[config.mk]
export PLATFORM = sky130hd
export DESIGN_NAME = reverb_mix_n
export DESIGN_NICKNAME = d
export VERILOG_FILES = /design/src/rtl/reverb_mix_n_pkg.sv /design/src/rtl/reverb_mix_sat.sv /design/src/rtl/reverb_mix_n.sv
export SDC_FILE = /design/constraint.sdc
export NUM_CORES = 2
export LEC_CHECK = 0
export BUFFER_PORTS_ARGS = -buffer_cell sky130_fd_sc_hd__buf_2
export CORE_AREA = 2 2 282 284
export DETAILED_ROUTE_END_ITERATION = 12
export DIE_AREA = 0 0 284 286
export GPL_ROUTABILITY_DRIVEN = 0
export PLACE_DENSITY = 0.95
export SKIP_LAST_GASP = 1
export SYNTH_ARGS = -nofsm -noshare
export SYNTH_HDL_FRONTEND = slang
export SYNTH_SLANG_ARGS = --single-unit
[constraint.sdc]
create_clock -name clk -period 26.4 [get_ports clk]
set_clock_uncertainty 0.2 [all_clocks]
set_input_delay 7.92 -clock clk [delete_from_list [all_inputs] [get_ports clk]]
set_output_delay 7.92 -clock clk [all_outputs]
set_load 0.02 [all_outputs]
[src/rtl/reverb_mix_n_pkg.sv]
// Shared definitions for the reverb wet/dry mixer: FSM encoding,
// APB register offsets and CTRL/STATUS bit positions.
package reverb_mix_n_pkg;

  typedef enum logic [2:0] {
    ST_IDLE,
    ST_SUM,
    ST_MUL,
    ST_SAT,
    ST_OUT
  } state_t;

  localparam logic [7:0] ADDR_CTRL   = 8'h00;
  localparam logic [7:0] ADDR_STATUS = 8'h04;
  localparam logic [7:0] ADDR_WET    = 8'h10;
  localparam logic [7:0] ADDR_DRY    = 8'h30;

  localparam int CTRL_EN_BIT = 0;
  localparam int CTRL_SC_BIT = 1;
  localparam int ST_CH_LSB   = 0;
  localparam int ST_FERR_BIT = 8;
  localparam int ST_SAT_LSB  = 16;

endpackage

[src/rtl/reverb_mix_sat.sv]
// Arithmetic right shift of a wide product followed by a symmetric clip
// to OUT_W signed bits; o_clip flags that the clip was applied.
module reverb_mix_sat #(
  parameter int IN_W  = 50,
  parameter int SHIFT = 23,
  parameter int OUT_W = 24
) (
  input  logic signed [IN_W-1:0]  i_p,
  output logic signed [OUT_W-1:0] o_y,
  output logic                    o_clip
);

  logic signed [IN_W-1:0] w_sh;
  logic                   w_hi;
  logic                   w_lo;

  assign w_sh = i_p >>> SHIFT;
  // In range only when every bit above the kept field matches the sign.
  assign w_hi = !w_sh[IN_W-1] && (|w_sh[IN_W-2:OUT_W-1]);
  assign w_lo =  w_sh[IN_W-1] && !(&w_sh[IN_W-2:OUT_W-1]);
  assign o_clip = w_hi || w_lo;

  always_comb begin
    o_y = w_sh[OUT_W-1:0];
    if (w_hi)      o_y = {1'b0, {(OUT_W-1){1'b1}}};
    else if (w_lo) o_y = {1'b1, {(OUT_W-1){1'b0}}};
  end

endmodule

[src/rtl/reverb_mix_n.sv]
// Per-channel reverb mixer: y = ((early+late)/2)*wet[ch] + in*dry[ch],
// one beat in flight, AXI-Stream in/out, APB control and status.
module reverb_mix_n
  import reverb_mix_n_pkg::*;
#(
  parameter int DATA_W    = 24,
  parameter int CHANNELS  = 2,
  parameter int SAT_CNT_W = 16
) (
  input  logic              clk,
  input  logic              rst,
  input  logic [DATA_W-1:0] s_axis_tdata,
  input  logic [DATA_W-1:0] s_axis_tdata_early,
  input  logic [DATA_W-1:0] s_axis_tdata_input,
  input  logic              s_axis_tvalid,
  input  logic              s_axis_tlast,
  output logic              s_axis_tready,
  output logic [DATA_W-1:0] m_axis_tdata,
  output logic              m_axis_tvalid,
  output logic              m_axis_tlast,
  input  logic              m_axis_tready,
  input  logic [31:0]       s_apb_paddr,
  input  logic              s_apb_psel,
  input  logic              s_apb_penable,
  input  logic              s_apb_pwrite,
  input  logic [31:0]       s_apb_pwdata,
  output logic              s_apb_pready,
  output logic [31:0]       s_apb_prdata,
  output logic              s_apb_pslverr
);

  localparam int P_W = 2*DATA_W + 2;
  localparam logic [DATA_W-1:0] GAIN_HALF = DATA_W'(1) << (DATA_W-2);

  state_t                    r_state, w_next;
  logic                      r_en, r_sc, r_ferr;
  logic [3:0]                r_ch;
  logic [SAT_CNT_W-1:0]      r_sat;
  logic signed [DATA_W-1:0]  r_wet [CHANNELS];
  logic signed [DATA_W-1:0]  r_dry [CHANNELS];
  logic                      r_m_tvalid, r_m_tlast;
  logic [DATA_W-1:0]         r_m_tdata;

  logic signed [DATA_W-1:0]  r_early_p0, r_late_p0, r_in_p0;
  logic                      r_last_p0, r_byp_p0;
  logic [3:0]                r_bch_p0;
  logic signed [DATA_W:0]    r_s_p1;
  logic signed [P_W-1:0]     r_p_p2;

  logic                      w_accept, w_wr, w_map, w_ch_last, w_clip;
  logic [7:0]                w_off;
  logic [31:0]               w_rdata;
  logic [15:0]               w_sat16;
  logic signed [DATA_W-1:0]  w_wet_sel, w_dry_sel, w_y;
  logic signed [DATA_W:0]    w_shalf;
  logic signed [P_W-1:0]     w_p;
  logic                      w_unused;

  assign w_accept  = s_axis_tready && s_axis_tvalid;
  assign w_ch_last = (r_ch == 4'(CHANNELS-1));
  assign w_off     = s_apb_paddr[7:0];
  assign w_wr      = s_apb_psel && s_apb_penable && s_apb_pwrite;
  assign w_unused  = ^s_apb_pwdata;

  generate
    if (SAT_CNT_W >= 16) begin : g_sat_trunc
      assign w_sat16 = r_sat[15:0];
    end else begin : g_sat_ext
      assign w_sat16 = {{(16-SAT_CNT_W){1'b0}}, r_sat};
    end
  endgenerate

  always_ff @(posedge clk or posedge rst) begin
    if (rst) r_state <= ST_IDLE;
    else     r_state <= w_next;
  end

  always_comb begin
    w_next = r_state;
    if (r_sc) begin
      w_next = ST_IDLE;
    end else begin
      case (r_state)
        ST_IDLE: if (s_axis_tvalid) w_next = ST_SUM;
        ST_SUM:  w_next = ST_MUL;
        ST_MUL:  w_next = ST_SAT;
        ST_SAT:  w_next = ST_OUT;
        ST_OUT:  if (r_m_tvalid && m_axis_tready) w_next = ST_IDLE;
        default: w_next = ST_IDLE;
      endcase
    end
  end

  // A pending soft clear blocks new beats so none is silently dropped.
  always_comb begin
    s_axis_tready = (r_state == ST_IDLE) && !r_sc;
  end

  // Capture stage and arithmetic pipeline
  always_ff @(posedge clk) begin
    if (w_accept) begin
      r_late_p0  <= s_axis_tdata;
      r_early_p0 <= s_axis_tdata_early;
      r_in_p0    <= s_axis_tdata_input;
      r_last_p0  <= s_axis_tlast;
      r_bch_p0   <= r_ch;
      r_byp_p0   <= !r_en;
    end
    if (r_state == ST_SUM) r_s_p1 <= (DATA_W+1)'(r_early_p0) + (DATA_W+1)'(r_late_p0);
    if (r_state == ST_MUL) r_p_p2 <= w_p;
  end

  assign w_shalf = r_s_p1 >>> 1;
  assign w_p = P_W'(w_shalf) * P_W'(w_wet_sel) + P_W'(r_in_p0) * P_W'(w_dry_sel);

  reverb_mix_sat #(.IN_W(P_W), .SHIFT(DATA_W-1), .OUT_W(DATA_W)) u_sat (
    .i_p    (r_p_p2),
    .o_y    (w_y),
    .o_clip (w_clip)
  );

  always_comb begin
    w_rdata   = '0;
    w_map     = 1'b0;
    w_wet_sel = '0;
    w_dry_sel = '0;
    if (s_apb_paddr[31:8] == 24'd0) begin
      if (w_off == ADDR_CTRL) begin
        w_map = 1'b1;
        w_rdata[CTRL_EN_BIT] = r_en;
        w_rdata[CTRL_SC_BIT] = r_sc;
      end
      if (w_off == ADDR_STATUS) begin
        w_map = 1'b1;
        w_rdata[ST_CH_LSB +: 4]   = r_ch;
        w_rdata[ST_FERR_BIT]      = r_ferr;
        w_rdata[ST_SAT_LSB +: 16] = w_sat16;
      end
      for (int k = 0; k < CHANNELS; k++) begin
        if (w_off == ADDR_WET + 8'(4*k)) begin
          w_map   = 1'b1;
          w_rdata = 32'(r_wet[k]);
        end
        if (w_off == ADDR_DRY + 8'(4*k)) begin
          w_map   = 1'b1;
          w_rdata = 32'(r_dry[k]);
        end
      end
    end
    for (int k = 0; k < CHANNELS; k++) begin
      if (r_bch_p0 == 4'(k)) begin
        w_wet_sel = r_wet[k];
        w_dry_sel = r_dry[k];
      end
    end
  end

  always_ff @(posedge clk or posedge rst) begin
    if (rst) begin
      r_en       <= 1'b0;
      r_sc       <= 1'b0;
      r_ch       <= '0;
      r_ferr     <= 1'b0;
      r_sat      <= '0;
      r_m_tvalid <= 1'b0;
      r_m_tdata  <= '0;
      r_m_tlast  <= 1'b0;
      for (int k = 0; k < CHANNELS; k++) begin
        r_wet[k] <= GAIN_HALF;
        r_dry[k] <= GAIN_HALF;
      end
    end else begin
      if (r_sc) begin
        r_sc       <= 1'b0;
        r_ch       <= '0;
        r_ferr     <= 1'b0;
        r_sat      <= '0;
        r_m_tvalid <= 1'b0;
      end else begin
        if (w_accept) begin
          r_ch <= (s_axis_tlast || w_ch_last) ? 4'd0 : r_ch + 4'd1;
          if (s_axis_tlast != w_ch_last) r_ferr <= 1'b1;
        end
        if (r_state == ST_SAT) begin
          r_m_tdata <= r_byp_p0 ? r_in_p0 : w_y;
          r_m_tlast <= r_last_p0;
          if (!r_byp_p0 && w_clip && (r_sat != {SAT_CNT_W{1'b1}})) r_sat <= r_sat + 1'b1;
        end
        if (r_state == ST_OUT) r_m_tvalid <= !(r_m_tvalid && m_axis_tready);
      end
      if (w_wr && s_apb_paddr[31:8] == 24'd0) begin
        if (w_off == ADDR_CTRL) begin
          r_en <= s_apb_pwdata[CTRL_EN_BIT];
          r_sc <= s_apb_pwdata[CTRL_SC_BIT];
        end
        for (int k = 0; k < CHANNELS; k++) begin
          if (w_off == ADDR_WET + 8'(4*k)) r_wet[k] <= s_apb_pwdata[DATA_W-1:0];
          if (w_off == ADDR_DRY + 8'(4*k)) r_dry[k] <= s_apb_pwdata[DATA_W-1:0];
        end
      end
    end
  end

  assign m_axis_tdata  = r_m_tdata;
  assign m_axis_tvalid = r_m_tvalid;
  assign m_axis_tlast  = r_m_tlast;
  assign s_apb_pready  = 1'b1;
  assign s_apb_prdata  = w_rdata;
  assign s_apb_pslverr = s_apb_psel && !w_map;

endmodule

After elaboration in Yosys (flattened, before gate mapping)
Cells that the tools add are included.
{"block": "totals", "register_bits": 301, "latch_bits": 0, "ram_bits": 0, "rom_bits": 0, "memories": 0}
{"block": "op_classes", "n_addsub": 4, "n_mul": 2, "n_div": 0, "n_lt_le_gt_ge": 0, "n_eq_ne": 15, "n_shift": 0, "n_mux": 40, "bitwise_logic": 1, "n_reduce_logical": 40}
{"operator": "24-bit two-way mux", "count": 7}
{"operator": "32-bit two-way mux", "count": 5}
{"operator": "24-bit by 24-bit multiplier with 48-bit output", "count": 2}
{"operator": "16-bit two-way mux", "count": 4}
{"operator": "48-bit by 48-bit adder with 49-bit output", "count": 1}
{"operator": "24-bit by 24-bit adder with 25-bit output", "count": 1}
{"operator": "24-bit zero test", "count": 1}
{"operator": "2-bit AND reduction", "count": 9}
{"operator": "16-bit by 1-bit adder with 16-bit output (second input constant)", "count": 1}
{"operator": "8-bit by 5-bit equality test with 1-bit output (second input constant)", "count": 2}
{"operator": "8-bit by 6-bit equality test with 1-bit output (second input constant)", "count": 2}
{"operator": "4-bit two-way mux", "count": 4}
{"operator": "16-bit != test (second input constant)", "count": 1}
{"operator": "1-bit two-way mux", "count": 15}
{"operator": "3-bit one-hot mux with 5 select lines", "count": 1}
{"operator": "1-bit logical AND", "count": 11}
{"operator": "2-bit nonzero test", "count": 5}
{"operator": "3-bit two-way mux", "count": 3}
{"operator": "4-bit by 1-bit equality test with 1-bit output (second input constant)", "count": 2}
{"operator": "8-bit by 3-bit equality test with 1-bit output (second input constant)", "count": 1}
{"operator": "8-bit zero test", "count": 1}
{"operator": "1-bit zero test", "count": 7}
{"operator": "3-bit by 2-bit equality test with 1-bit output (second input constant)", "count": 2}
{"operator": "4-bit by 1-bit adder with 4-bit output (second input constant)", "count": 1}
{"operator": "other kinds (12)", "count": 13}

Longest topological paths before layout
{"block": "logic_depth", "ltp_word": 10, "mapped_depth": 35}

Cells and area by module
A second synthesis with hierarchy kept.
{"block": "hier_totals", "hier_cells": 5643, "area_unflattened_um2": 56494.2}
{"module": "reverb_mix_n", "instances": 1, "cells_each": 5554, "area_per_inst_um2": 55891.1}
{"module": "reverb_mix_sat", "instances": 1, "cells_each": 89, "area_per_inst_um2": 603.1}

Worst setup path after synthesis
No wires, ideal clock.
{"block": "synth_timing", "kind": "input to output", "from": "input port s_apb_paddr[1]", "to": "output port s_apb_prdata[1]", "arrival_ns": 9.534, "required_ns": 18.280, "path_slack_ns": 8.746, "cell_stages": 6, "n_path_buf": 2, "cell_sequence": "nor4_1 and3_1 clkbuf_1 clkbuf_1 a22oi_1 a31oi_1"}
{"block": "synth_via", "elab_chain_len": 8, "word_cells_on_any_way": 13}
{"element": "start, declared", "line": "reverb_mix_n.sv:22", "source": "input logic [31:0] s_apb_paddr,"}
{"element": "8-bit zero test", "line": "reverb_mix_n.sv:128", "source": "if (w_off == ADDR_CTRL) begin"}
{"element": "2-bit two-way mux", "line": "reverb_mix_n.sv:128"}
{"element": "4-bit two-way mux", "line": "reverb_mix_n.sv:133", "source": "if (w_off == ADDR_STATUS) begin"}
{"element": "32-bit two-way mux", "line": "reverb_mix_n.sv:140", "source": "if (w_off == ADDR_WET + 8'(4*k)) begin"}
{"element": "32-bit two-way mux", "line": "reverb_mix_n.sv:144", "source": "if (w_off == ADDR_DRY + 8'(4*k)) begin"}
{"element": "32-bit two-way mux", "line": "reverb_mix_n.sv:140"}
{"element": "32-bit two-way mux (*)", "line": "reverb_mix_n.sv:144"}
{"element": "32-bit two-way mux (*)", "line": "reverb_mix_n.sv:127", "source": "if (s_apb_paddr[31:8] == 24'd0) begin"}
{"element": "end, declared", "line": "reverb_mix_n.sv:28", "source": "output logic [31:0] s_apb_prdata,"}
Every way passes the cells marked *; elsewhere a longest branch is shown, timed or not.

Worst setup path in the final report
{"block": "layout_timing", "from": "input port s_apb_paddr[1]", "to": "output port s_apb_prdata[23]"}
{"block": "layout_via", "elab_chain_len": 7, "word_cells_on_any_way": 11}
{"element": "8-bit by 3-bit equality test with 1-bit output", "line": "reverb_mix_n.sv:133"}
{"element": "16-bit two-way mux", "line": "reverb_mix_n.sv:133"}
{"element": "32-bit two-way mux", "line": "reverb_mix_n.sv:140"}
{"element": "32-bit two-way mux", "line": "reverb_mix_n.sv:144"}
{"element": "32-bit two-way mux", "line": "reverb_mix_n.sv:140"}
{"element": "32-bit two-way mux (*)", "line": "reverb_mix_n.sv:144"}
{"element": "32-bit two-way mux (*)", "line": "reverb_mix_n.sv:127"}
Marks and branches as above.

==> impl_summary.log <==
[metrics] outcome: complete, no violations
[metrics] startpoint type of the worst setup path: input port
[metrics] number of endpoints failing setup at the final stage: 0
[metrics] TritonCTS clock tree: done
[metrics] final critical path time including I/O delays and setup: between 15 and 20 ns
[metrics] grt ovf: 0
[metrics] number of setup buffers added after CTS: 0
[metrics] area occupied by registers: roughly 7600 um2
[metrics] final hold vios: 0
[metrics] Crit. End Element: output port
[metrics] final WL: 158200 um
[metrics] Final HPWL DP: about 120000 um
[metrics] Top Family by Delay on Critical Path: simple AND/OR/NAND/NOR gates
[metrics] IO Pins: 205
[metrics] routed length per placed instance: 24.11 um
[metrics] Total Die Area: 81220 um2
[metrics] sequential-to-total area share from yosys stat: 13.92%
[metrics] peak clock frequency supported by timing: 0.05342 GHz
[metrics] Mapped Avg Cell Area: roughly 10 um2
[metrics] Max stage delay cell, worst path: sky130_fd_sc_hd__and3_1
[metrics] yosys warns: 0
[metrics] VDD IR max: between 40 and 50 uV
[metrics] Netlist cell types: 62
[metrics] cell depth of the worst min-delay path: 2
[metrics] hold buffer count at CTS: 0
[metrics] fraction of layout instances using a drive strength above 1: 8.365%
[metrics] Resized cells post-CTS: 0
[metrics] Total Negative Setup Slacks: 0 ns
[metrics] Detailed Route Iter0 Violations: roughly 5600
[metrics] area taken by multi-input logic gates: 40580 um2
[metrics] period utilization: 70.91%
[metrics] most area-hungry cell type in the Yosys netlist: sky130_fd_sc_hd__fa_1
[metrics] die outline height: 286 um
[metrics] syn nets: 7156
[metrics] Inserted Clock Buffers: 29
[metrics] reg-to-reg critical path endpoint: r_p_p2[46]
[metrics] cell types occupying the most area after synthesis: sky130_fd_sc_hd__fa_1, sky130_fd_sc_hd__inv_1, sky130_fd_sc_hd__edfxtp_1, sky130_fd_sc_hd__dfrtp_1, sky130_fd_sc_hd__ha_1
[metrics] number of enable flip-flop cells after synthesis: 128
[metrics] clock transition time at the flip-flop clock pins of the worst setup and hold paths: ~0.060 ns
[metrics] Layout Nets: 7209
[metrics] number of standard cells in the final layout excluding fillers: 6562
[metrics] Synth async-reset ratio: 53.62%
[metrics] input/output buffers: roughly 200
[metrics] #FFs+latches synth: approximately 280
[metrics] number of nets with antenna violations after routing: 0
[metrics] type of the tightest min-delay check: flop to flop
[metrics] startpoint of the worst hold path: m_axis_tdata[9]
[metrics] placeable core region: 78360 um2
[metrics] worst-margin pin slew: 1.454 ns
[metrics] worst reg2reg path depth: 26
[metrics] largest driver fanout on the critical path: 25
[metrics] total number of H-tree levels: 1
[metrics] Yosys top cell area share: 48.00%
[metrics] Post-Synthesis Cells: 5435
[metrics] Register-to-Register Setup Slack: 14.20 ns
[metrics] std cell rows: 103
[metrics] largest net degree at the start of global routing: 82
[metrics] hold-critical path endpoint: m_axis_tdata[9]
[metrics] setup repair after global routing missed its margin: false
[metrics] area added between synthesis and finish: 5.377%
[metrics] worst reg2reg path startpoint: r_bch_p0[1]
[metrics] slowest stage delay, CP: 1.01 ns
[metrics] count of pins over their slew limit: 0
[metrics] Clock Latency Late Sink: 0.64 ns
[metrics] vias in the first global route: 47640
[metrics] Worst Path Buf+Inv: 2
[metrics] cell area after synthesis: roughly 54000 um2
[metrics] CTS Sinks: 276
[metrics] Tot GR Track Use: 40.40%
[metrics] leakage power: 0.02911 uW
[metrics] Power Dens Cells: 28.72 nW/um2
[metrics] path type of the worst setup path: input port to output port
[metrics] Main synth FF type: sky130_fd_sc_hd__dfrtp_1
[metrics] Max Root-Sink Buffers: 3
[metrics] number of vias per cell after detailed routing: 6.276
[metrics] global-route wire length before repair: 251600 um
[metrics] number of fill cells: 4435
[metrics] remaining max-slew budget at the tightest pin: 3.071%
[metrics] initial antenna violation count: 6
[metrics] clock root cell: sky130_fd_sc_hd__clkbuf_16
[metrics] placed instance count: 6506
[metrics] arrival time at the worst endpoint: 10.60 ns
[metrics] drt pass-1 iters: 10
[metrics] initial cell density of the core: 69.25%
[metrics] vias after detailed routing: approximately 40000
[metrics] width of the die: between 200 and 300 um
[metrics] max-capacitance violation count: 0
[metrics] detailed-route DRC error count: 0
[metrics] critical path required time: 18.28 ns
[metrics] CP cell instances: buf_2, nor4_1, and3_1, a21oi_1, a21oi_1, nor2_1, nor2_1, buf_2
## routing by layer
| layer | GRT usage [%] | part of all wire [%] | vias up |
|---|---|---|---|
| met5 | 1.570 | 0.15 | - |
| met4 | 27.80 | 8.5 | 10 |
| met3 | 14.49 | 14 | 1290 |
| met2 | 64.80 | 46 | 3686 |
| met1 | 45.40 | 31 | 20200 |
| li1 | - | - | 15990 |
## cells by family (layout without fill, tap and decap cells)
family | Yosys count | after routing | synth area share, %
muxes | 100 | 100 | 2.066
and+or+nand+nor | 1423 | 1423 | 12.70
xor gates and xnor gates | 82 | 82 | 1.324
DFF | 276 | 276 | 13.92
other | 1 | 2 | 0.006911
adders and majority gates | 1577 | 1577 | 54.36
AOI/OAI and AO/OA | 333 | 333 | 4.243
buffers and inverters | 1643 | 1719 | 11.38
## sequential cells by signal, indices dropped and copies added, names as in the netlist, 16 cells and up
register      cells
m_axis_tdata     24
r_dry            48
r_early_p0       24
r_in_p0          24
r_late_p0        24
r_p_p2           26
r_s_p1           24
r_sat            16
r_wet            48
## final cells by class
type / instances / share of cell area (%)
inverter: 1399 / 9.197
tap: 1050 / 2.298
sequential: 276 / 13.21
clock buffer: 40 / 1.394
clock inverter: 14 / 0.2560
timing repair buffer: 266 / 2.670
multi-input combinational: 3516 / 70.97
antenna: 1 / 0.004376
## placed cells by master (no fill, tap or decap), drive strengths merged, types with 55 or more instances in the layout
cell / synthesis / layout
and2: 482 / 482
nand2: 700 / 700
dfrtp: 144 / 144
inv: 1399 / 1404
xnor2: 55 / 55
fa: 1301 / 1301
edfxtp: 128 / 128
ha: 276 / 276
a21oi: 107 / 107
nor2: 94 / 94
buf: 2 / 265
mux2: 96 / 96
## worst min-delay path: cells and delay by family (launching register included)
kind,cells,cell delay (ns)
DFF,1,0.34
and+or+nand+nor,1,0.05
AOI/OAI and AO/OA,1,0.05
## per-stage QoR
step | instance area, um2 | setup slack, ns | power [uW] | util (%) | hold WS, ns
detailed placement | 56210 | 7.819 | 1175 | 71.73 | 0.2610
global route | 57180 | 7.579 | 1685 | 72.97 | 0.2887
global placement | 56210 | 7.894 | 1143 | 71.73 | 0.2580
floorplan | 54260 | 8.746 | 958.3 | - | 0.2555
finish | 57180 | 7.680 | 1642 | 72.97 | 0.2774
CTS | 57150 | 7.786 | 1608 | 72.94 | 0.2760
## how the worst max path moves through the flow
stage	from	depth (start not counted)	endpoint	slack (ns)
after floorplan	s_apb_paddr[1]	6	s_apb_prdata[1]	8.75
final	s_apb_paddr[1]	8	s_apb_prdata[23]	7.68
after CTS	s_apb_paddr[1]	8	s_apb_prdata[25]	7.79
after global placement	s_apb_paddr[1]	8	s_apb_prdata[25]	7.89
after detailed placement	s_apb_paddr[1]	8	s_apb_prdata[23]	7.82
after global routing	s_apb_paddr[1]	8	s_apb_prdata[30]	7.58
## cells in the mapped netlist, types with 4 or more instances
master	number
sky130_fd_sc_hd__nand2_1	700
sky130_fd_sc_hd__a222oi_1	11
sky130_fd_sc_hd__mux2i_1	4
sky130_fd_sc_hd__o21a_1	6
sky130_fd_sc_hd__o31ai_1	26
sky130_fd_sc_hd__a211oi_1	7
sky130_fd_sc_hd__mux2_2	96
sky130_fd_sc_hd__edfxtp_1	128
sky130_fd_sc_hd__a21o_1	25
sky130_fd_sc_hd__nand2b_1	6
sky130_fd_sc_hd__nand3_1	23
sky130_fd_sc_hd__xor2_1	27
sky130_fd_sc_hd__xnor2_1	55
sky130_fd_sc_hd__a21oi_1	107
sky130_fd_sc_hd__clkbuf_1	241
sky130_fd_sc_hd__fa_1	1301
sky130_fd_sc_hd__a22o_1	44
sky130_fd_sc_hd__nor2_1	94
sky130_fd_sc_hd__nand4_1	9
sky130_fd_sc_hd__dfstp_2	4
sky130_fd_sc_hd__o21ai_0	28
sky130_fd_sc_hd__o21bai_1	6
sky130_fd_sc_hd__or2_2	32
sky130_fd_sc_hd__nor2b_1	32
sky130_fd_sc_hd__and2_1	482
sky130_fd_sc_hd__nor3_1	14
sky130_fd_sc_hd__inv_1	1399
sky130_fd_sc_hd__dfrtp_1	144
sky130_fd_sc_hd__ha_1	276
sky130_fd_sc_hd__nor4_1	10
sky130_fd_sc_hd__a22oi_1	37
sky130_fd_sc_hd__and3_1	6
sky130_fd_sc_hd__a31oi_1	6
## where the power goes
group | leakage, uW | total (uW) | internal, uW | switching (uW)
clock network | 0.000461 | 427 | 232 | 195
registers | 0.00318 | 744 | 559 | 185
logic | 0.0255 | 471 | 151 | 320
Power figures use the tool's default switching activity.
